## src/rtl/nmi_sched.sv

```systemverilog
// NMI request scheduler: latches per-source requests, issues a two-cycle set_nmi
// pulse to the NMI generator, and retries or drops the request on INT-count timeout.
module nmi_sched #(
    parameter int NSRC      = 4,
    parameter int TMO_INTS  = 3,
    parameter int MAX_RETRY = 2
) (
    input  logic            fclk,
    input  logic            rst,
    input  logic [NSRC-1:0] req,
    input  logic [NSRC-1:0] mask,
    input  logic            int_start,
    input  logic            in_nmi,
    input  logic            err_clr,
    output logic            set_nmi,
    output logic            busy,
    output logic [1:0]      cur_src,
    output logic [NSRC-1:0] pend,
    output logic            err
);

    localparam logic [1:0] TMO_L = 2'(TMO_INTS);
    localparam logic [1:0] MAX_L = 2'(MAX_RETRY);

    typedef enum logic [2:0] {
        ST_IDLE     = 3'd0,
        ST_ISSUE    = 3'd1,
        ST_WAIT     = 3'd2,
        ST_SERVICE  = 3'd3,
        ST_COOLDOWN = 3'd4
    } state_t;

    state_t          state_q, state_d;
    logic [NSRC-1:0] req_q;
    logic [NSRC-1:0] pend_q, pend_d;
    logic            set_nmi_q, set_nmi_d;
    logic            busy_q, busy_d;
    logic [1:0]      cur_src_q, cur_src_d;
    logic            err_q, err_d;
    logic [1:0]      retry_q, retry_d;
    logic [1:0]      int_cnt_q, int_cnt_d;
    logic            hold_q, hold_d;

    logic [NSRC-1:0] set_s;
    logic [NSRC-1:0] clr_s;
    logic [1:0]      grant_idx_s;
    logic [1:0]      int_cnt_inc_s;
    logic            drop_s;

    // Next-state, grant selection and output computation
    always_comb begin
        set_s         = req & ~req_q & mask;
        grant_idx_s   = 2'd0;
        // Descending scan so the lowest set index is the one left standing
        for (int i = NSRC - 1; i >= 0; i--) begin
            grant_idx_s = pend_q[i] ? 2'(i) : grant_idx_s;
        end
        int_cnt_inc_s = (int_cnt_q == 2'd3) ? 2'd3 : int_cnt_q + 2'd1;

        state_d   = state_q;
        clr_s     = '0;
        set_nmi_d = 1'b0;
        cur_src_d = cur_src_q;
        retry_d   = retry_q;
        int_cnt_d = int_cnt_q;
        hold_d    = 1'b0;
        drop_s    = 1'b0;

        case (state_q)
            ST_IDLE: begin
                if ((pend_q != '0) && !in_nmi) begin
                    clr_s     = {{(NSRC-1){1'b0}}, 1'b1} << grant_idx_s;
                    cur_src_d = grant_idx_s;
                    retry_d   = 2'd0;
                    set_nmi_d = 1'b1;
                    state_d   = ST_ISSUE;
                end else begin
                    state_d   = ST_IDLE;
                end
            end
            ST_ISSUE: begin
                if (!hold_q) begin
                    set_nmi_d = 1'b1;
                    hold_d    = 1'b1;
                end else begin
                    int_cnt_d = 2'd0;
                    state_d   = ST_WAIT;
                end
            end
            ST_WAIT: begin
                // in_nmi is tested first so it beats a same-cycle timeout
                if (in_nmi) begin
                    state_d = ST_SERVICE;
                end else if (int_start) begin
                    if (int_cnt_inc_s == TMO_L) begin
                        if (retry_q < MAX_L) begin
                            retry_d   = retry_q + 2'd1;
                            set_nmi_d = 1'b1;
                            state_d   = ST_ISSUE;
                        end else begin
                            drop_s    = 1'b1;
                            state_d   = ST_IDLE;
                        end
                    end else begin
                        int_cnt_d = int_cnt_inc_s;
                    end
                end else begin
                    state_d = ST_WAIT;
                end
            end
            ST_SERVICE: begin
                if (!in_nmi) begin
                    state_d = ST_COOLDOWN;
                end else begin
                    state_d = ST_SERVICE;
                end
            end
            ST_COOLDOWN: begin
                if (int_start) begin
                    state_d = ST_IDLE;
                end else begin
                    state_d = ST_COOLDOWN;
                end
            end
            default: begin
                state_d = ST_IDLE;
            end
        endcase

        pend_d = (pend_q & ~clr_s) | set_s;
        err_d  = drop_s ? 1'b1 : (err_clr ? 1'b0 : err_q);
        busy_d = (state_d != ST_IDLE);
    end

    // State and registered outputs; req_q resets high so held requests are not edges
    always_ff @(posedge fclk or posedge rst) begin
        if (rst) begin
            state_q   <= ST_IDLE;
            req_q     <= {NSRC{1'b1}};
            pend_q    <= '0;
            set_nmi_q <= 1'b0;
            busy_q    <= 1'b0;
            cur_src_q <= 2'd0;
            err_q     <= 1'b0;
            retry_q   <= 2'd0;
            int_cnt_q <= 2'd0;
            hold_q    <= 1'b0;
        end else begin
            state_q   <= state_d;
            req_q     <= req;
            pend_q    <= pend_d;
            set_nmi_q <= set_nmi_d;
            busy_q    <= busy_d;
            cur_src_q <= cur_src_d;
            err_q     <= err_d;
            retry_q   <= retry_d;
            int_cnt_q <= int_cnt_d;
            hold_q    <= hold_d;
        end
    end

    assign set_nmi = set_nmi_q;
    assign busy    = busy_q;
    assign cur_src = cur_src_q;
    assign pend    = pend_q;
    assign err     = err_q;

endmodule

```

## config.mk

```make
export PLATFORM = sky130hd
export DESIGN_NAME = nmi_sched
export DESIGN_NICKNAME = d
export VERILOG_FILES = /design/src/rtl/nmi_sched.sv
export SDC_FILE = /design/constraint.sdc
export NUM_CORES = 1
export LEC_CHECK = 0
export ABC_CLOCK_PERIOD_IN_PS = 2400
export CORE_ASPECT_RATIO = 1.25
export CORE_UTILIZATION = 35
export CTS_BUF_LIST = sky130_fd_sc_hd__clkbuf_16
export DETAILED_ROUTE_END_ITERATION = 8
export HOLD_SLACK_MARGIN = 0.02
export PLACE_DENSITY = 0.64
export SLEW_MARGIN = 20
export SYNTH_ARGS = -nofsm -noshare
export SYNTH_HDL_FRONTEND = slang
export SYNTH_SLANG_ARGS = --single-unit
```

## constraint.sdc

```tcl
create_clock -name fclk -period 2.4 [get_ports fclk]
set_clock_uncertainty 0.2 [all_clocks]
set_input_delay 0.48 -clock fclk [delete_from_list [all_inputs] [get_ports fclk]]
set_output_delay 0.48 -clock fclk [all_outputs]
set_load 0.01 [all_outputs]
```

Yosys cells after proc, flatten, opt, wreduce, memory -nomap -nowiden --
Index checks and enable logic that the tools add are counted.
Cells by class: divide/modulo/power cells 0, $mul 0, reduce and logical (&&, ||, !) cells 11, bitwise logic cells 6, shift operators 1, add/subtract/negate cells 2, eq/ne operators 13, magnitude comparators 1, multiplexer cells 42
Operators by type and width (number):
- 2-bit two-way mux | 14
- 3-bit two-way mux | 6
- 1-bit two-way mux | 16
- 3-bit one-hot mux with 5 select lines | 1
- 2-bit != test (second input constant) | 7
- 4-bit bitwise AND | 3
- 4-bit two-way mux | 2
- 4-bit NOT | 2
- 2-bit one-hot mux with 2 select lines | 2
- 3-bit by 2-bit equality test with 1-bit output (second input constant) | 2
- 6-bit AND reduction | 1
- 2-bit nonzero test | 3
- 5-bit AND reduction | 1
- 2-bit by 1-bit adder with 2-bit output (second input constant) | 2
- 2-bit equality test (second input constant) | 2
- 4-bit OR | 1
- 4-bit nonzero test | 1
- 1-bit by 2-bit left shift with 4-bit output (first input constant) | 1
- 3-bit by 1-bit equality test with 1-bit output (second input constant) | 1
- 3-bit equality test (second input constant) | 1
- 3-bit zero test | 1
- 1-bit one-hot mux with 3 select lines | 1
- 3-bit nonzero test | 1
- 2-bit < comparator (second input constant) | 1
- other kinds (3) | 3
Word-level totals: ROM bits 0, bits of input ports 13, flip-flop bits (word level) 21, RAM bits 0, memories 0, latch bits 0

Depth between registers and ports, before layout --
word-level depth 10, mapped depth 4

Worst setup path before layout --
OpenSTA, ideal clock, no wires.
path kind register to register, start reg pend_q[0], in the netlist pend[0], end reg busy_q, in the netlist busy, data arrival time 1575 ps, slack 487 ps, clock period less this slack 1913 ps, stages on the path, launching flop included 4, cells stage by stage dfrtp_1 -> or4_4 -> a21oi_2 -> or4b_1
On the way: longest elaborated chain between the ends 5
Ends and longest elaborated chain:
- start, declared | RTL line 35 | logic [NSRC-1:0] pend_q, pend_d;
- start signal, assigned | RTL line 151 | pend_q <= pend_d;
- 4-bit nonzero test | RTL line 71 | if ((pend_q != '0) && !in_nmi) begin
- 1-bit logical AND | RTL line 71
- 1-bit two-way mux | RTL line 71
- 3-bit one-hot mux with 5 select lines | RTL line 69 | case (state_q)
- 3-bit nonzero test | RTL line 132 | busy_d = (state_d != ST_IDLE);
- via busy_d | RTL line 37 | logic busy_q, busy_d;
- end signal, assigned | RTL line 153 | busy_q <= busy_d;
- end, declared | RTL line 37
The timed path passes the listed nets, and every way through them passes these cells. A chain may end at the register's enable or synchronous reset.

Final worst setup path --
start in in_nmi, end reg busy_q, in the netlist busy
RTL lines:
- start, declared | RTL line 13 | input logic in_nmi,
- 3-bit two-way mux (on tied branches) | RTL line 112, 92
- 3-bit one-hot mux with 5 select lines * | RTL line 69
- via state_d[1] | RTL line 33 | state_t state_q, state_d;
- 3-bit nonzero test * | RTL line 132
- via busy_d | RTL line 37
The timed path passes the listed nets; every way through them passes the cells marked *.

==> impl_results.md <==
- Critical Path Sink: busy
- Vias in the first global route: 807
- P per Cell Area: between 1000 and 1500 nW/um2
- Post-Layout Cell Count: around 150
- Switching Fraction: approximately 33%
- Clock slew at reported path FFs: 0.05 ns
- Hold depth: 1
- WP data required: 2.32 ns
- Most used DFF post-synth: dfrtp_1
- CP Max Fanout: 7
- Syn Inst Count: 84
- Clk_lat worst skew: 0.25 ns
- Final wirelength: 2.013 mm
- Post-synth cell types: 38
- Leakage: roughly 0.55 nW
- Area grow syn2layout: 38.75%
- CTS H-tree lvls: 1
- Slew of the pin with the lowest slew margin: between 0.4 and 0.5 ns
- Crit. Startpoint: in_nmi
- Avg Inst Size Synth: 11.19 um2
- RSZ-0062 raised after global routing: no
- Max-Cap Viols: 0
- Die Height: 59.93 um
- Fill count: around 220
- Setup_tns: 0 ns
- Combinational Power Share: between 30 and 40%
- Hold Vio Cnt, Final: 0
- Endpoints failing setup: 0
- DRC viols: 0
- Ranking of synthesized cells by area: dfrtp_1, dfstp_2, nand2_1
- Setup CP Type: in2reg
- P_int: approximately 0.0010 W
- FF-to-FF path depth: 3
- Mapped Area: around 940 um2
- Register area share after synthesis: ~56%
- Rows: 20
- CP Launch Type: primary input
- Total CTS buffers: 3
- DPL Wire Length: approximately 1.4 mm
- Status: finished, final reports clean
- Synth Warn #: 0
- Max_slew headroom: 69.20%
- Synth async-reset ratio: 100.0%
- Post-synth top area share: between 40% and 50%
- Final instance area: 1304 um2
- First-pass GRT wire length: around 3.5 mm
- # IOs: 22
- Final Slew Violations: 0
- Largest net degree at the start of global routing: 22
- Seq pwr share: 40.7%
- P_sw: ~0.00049 W
- R2R setup slack: 0.36 ns
- Layout cell share with drive strength beyond 1: between 10% and 20%
- Inst Count DP: about 140
- Yosys reg bits: 21
- Core Box Area: between 2000 and 2500 um2
- Placement Cell Area: between 1000 and 1500 um2
- Syn Nets: 97
- VDD IR-drop max: 0.0006135 V
- Initial Utilization: a little under two fifths
- Die area: between 2000 and 3000 um2
- Post-synth top cells: dfrtp_1, nand2_1, inv_1, nor2_1, o21ai_0
- Final cell utilization of the core: a little over half
- Clock share of power: a little under a quarter
- Final period demand of the worst path: 2.139 ns
- Die Wd: a little under 50 um
- Hold WS: approximately 0.29 ns
- CTS max path bufs: 2
- Total grt overflow: 0
- Via count: slightly below 800
- Setup crit end kind: flop
- IO Port Bufs: 21
- Post-CTS Setup Repair Bufs: 0
- Vias per cell: roughly 5.3
- Post-CTS Resized: 0
- Placer Congestion: ~0.86
- Initial DRC count: 11
- DRT Pass-1 Iters: 4
- Root Driver: clkbuf_16
- Reg2reg end: busy
- CTS sink count: 21
- Post-synth EDFFs: 0
- Gr usage total: 15.97%
- Count leader, synth: dfrtp_1
- Peak Freq: between 0.4 and 0.5 GHz
- Routed Antenna Nets: 0
- Synth area leader: dfrtp_1
- Initial antenna violation count: 0
- CTS tree: yes
- Worst path arrival time: roughly 2.1 ns
- Ant diodes: 0
- WL/cell: approximately 14 um
- Reg-to-Reg Start: pend[0]
- Nets: 127
- Type of the most critical hold path: reg2reg
- CTS Hold Bufs: 0
- Tcrit/Tclk final: approximately 90%
==> power groups by stage <==
| stage | clock [W] | sequential, W | combinational [W] |
|---|---|---|---|
| detailed placement | 0 | 0.000603 | 0.000534 |
| CTS | 0.000353 | 0.000601 | 0.000538 |
| floorplan | 0 | 0.000596 | 0.000280 |
| global placement | 0 | 0.000604 | 0.000527 |
| finish | 0.000344 | 0.000603 | 0.000536 |
| global route | 0.000368 | 0.000623 | 0.000586 |
==> kinds of logic after synthesis <==
| kind of cell | count (synthesis) | synth area share, % |
|---|---|---|
| simple gates | 33 | 22.37 |
| mux | 1 | 1.065 |
| compound gates | 22 | 17.31 |
| buf+inv | 7 | 2.796 |
| flops | 21 | 56.46 |
==> stage by stage <==
stage	setup slack, ns	total power (W)
3_5_place_dp	0.005718	0.001137
6_report	0.2609	0.001483
5_1_grt	0.1756	0.001577
4_1_cts	0.2699	0.001492
3_3_place_gp	0.04141	0.001131
2_1_floorplan	0.4867	0.0008764
==> layout by cell type (no fill, tap or decap), types with 2 or more instances in the layout <==
cell | Yosys | final
dfstp_2 | 4 | 4
dfrtp_1 | 17 | 17
a31o_2 | 2 | 2
nand2_1 | 8 | 8
nor2_1 | 6 | 6
nor4b_1 | 3 | 3
o21a_1 | 2 | 2
o21ai_0 | 5 | 5
buf_4 | 0 | 5
inv_1 | 6 | 7
a21oi_1 | 2 | 2
clkbuf_16 | 0 | 3
clkdlybuf4s50_1 | 0 | 21
nand2b_1 | 2 | 2
==> layout make-up <==
type	count	area, um2	area share (%)
Multi-Input combinational cell	56	382.9	29.37
Tap cell	33	41.29	3.167
Timing Repair Buffer	26	247.7	19.00
Sequential cell	21	530.5	40.69
Clock inverter	1	3.754	0.2879
Inverter	6	22.52	1.727
Clock buffer	3	75.07	5.758
==> state kept, by name, indices dropped and copies added (netlist names) <==
| name | cells |
|---|---|
| set_nmi | 1 |
| state_q | 3 |
| err | 1 |
| pend | 4 |
| req_q | 4 |
| hold_q | 1 |
| cur_src | 2 |
| busy | 1 |
| retry_q | 2 |
| int_cnt_q | 2 |
==> worst max-delay path, cell delays in order <==
cell	delay [ns]
clkdlybuf4s50_1	0.51
and3b_1	0.24
a311o_1	0.33
or4b_1	0.50
==> layer usage <==
| layer | global-route usage (%) | share of wire [%] |
|---|---|---|
| met1 | 18.04 | 46 |
| met5 | 0 | 0 |
| met3 | 2.545 | 3.9 |
| met4 | 10.08 | 3.5 |
| met2 | 28.57 | 46 |
==> how the worst min path moves through the flow <==
stage | startpoint | endpoint
final | hold_q | hold_q
after global placement | hold_q | hold_q
after floorplan | hold_q | hold_q
after detailed placement | hold_q | hold_q
after global routing | hold_q | hold_q
after CTS | hold_q | hold_q
No activity file was read; power rests on OpenSTA's default activity.
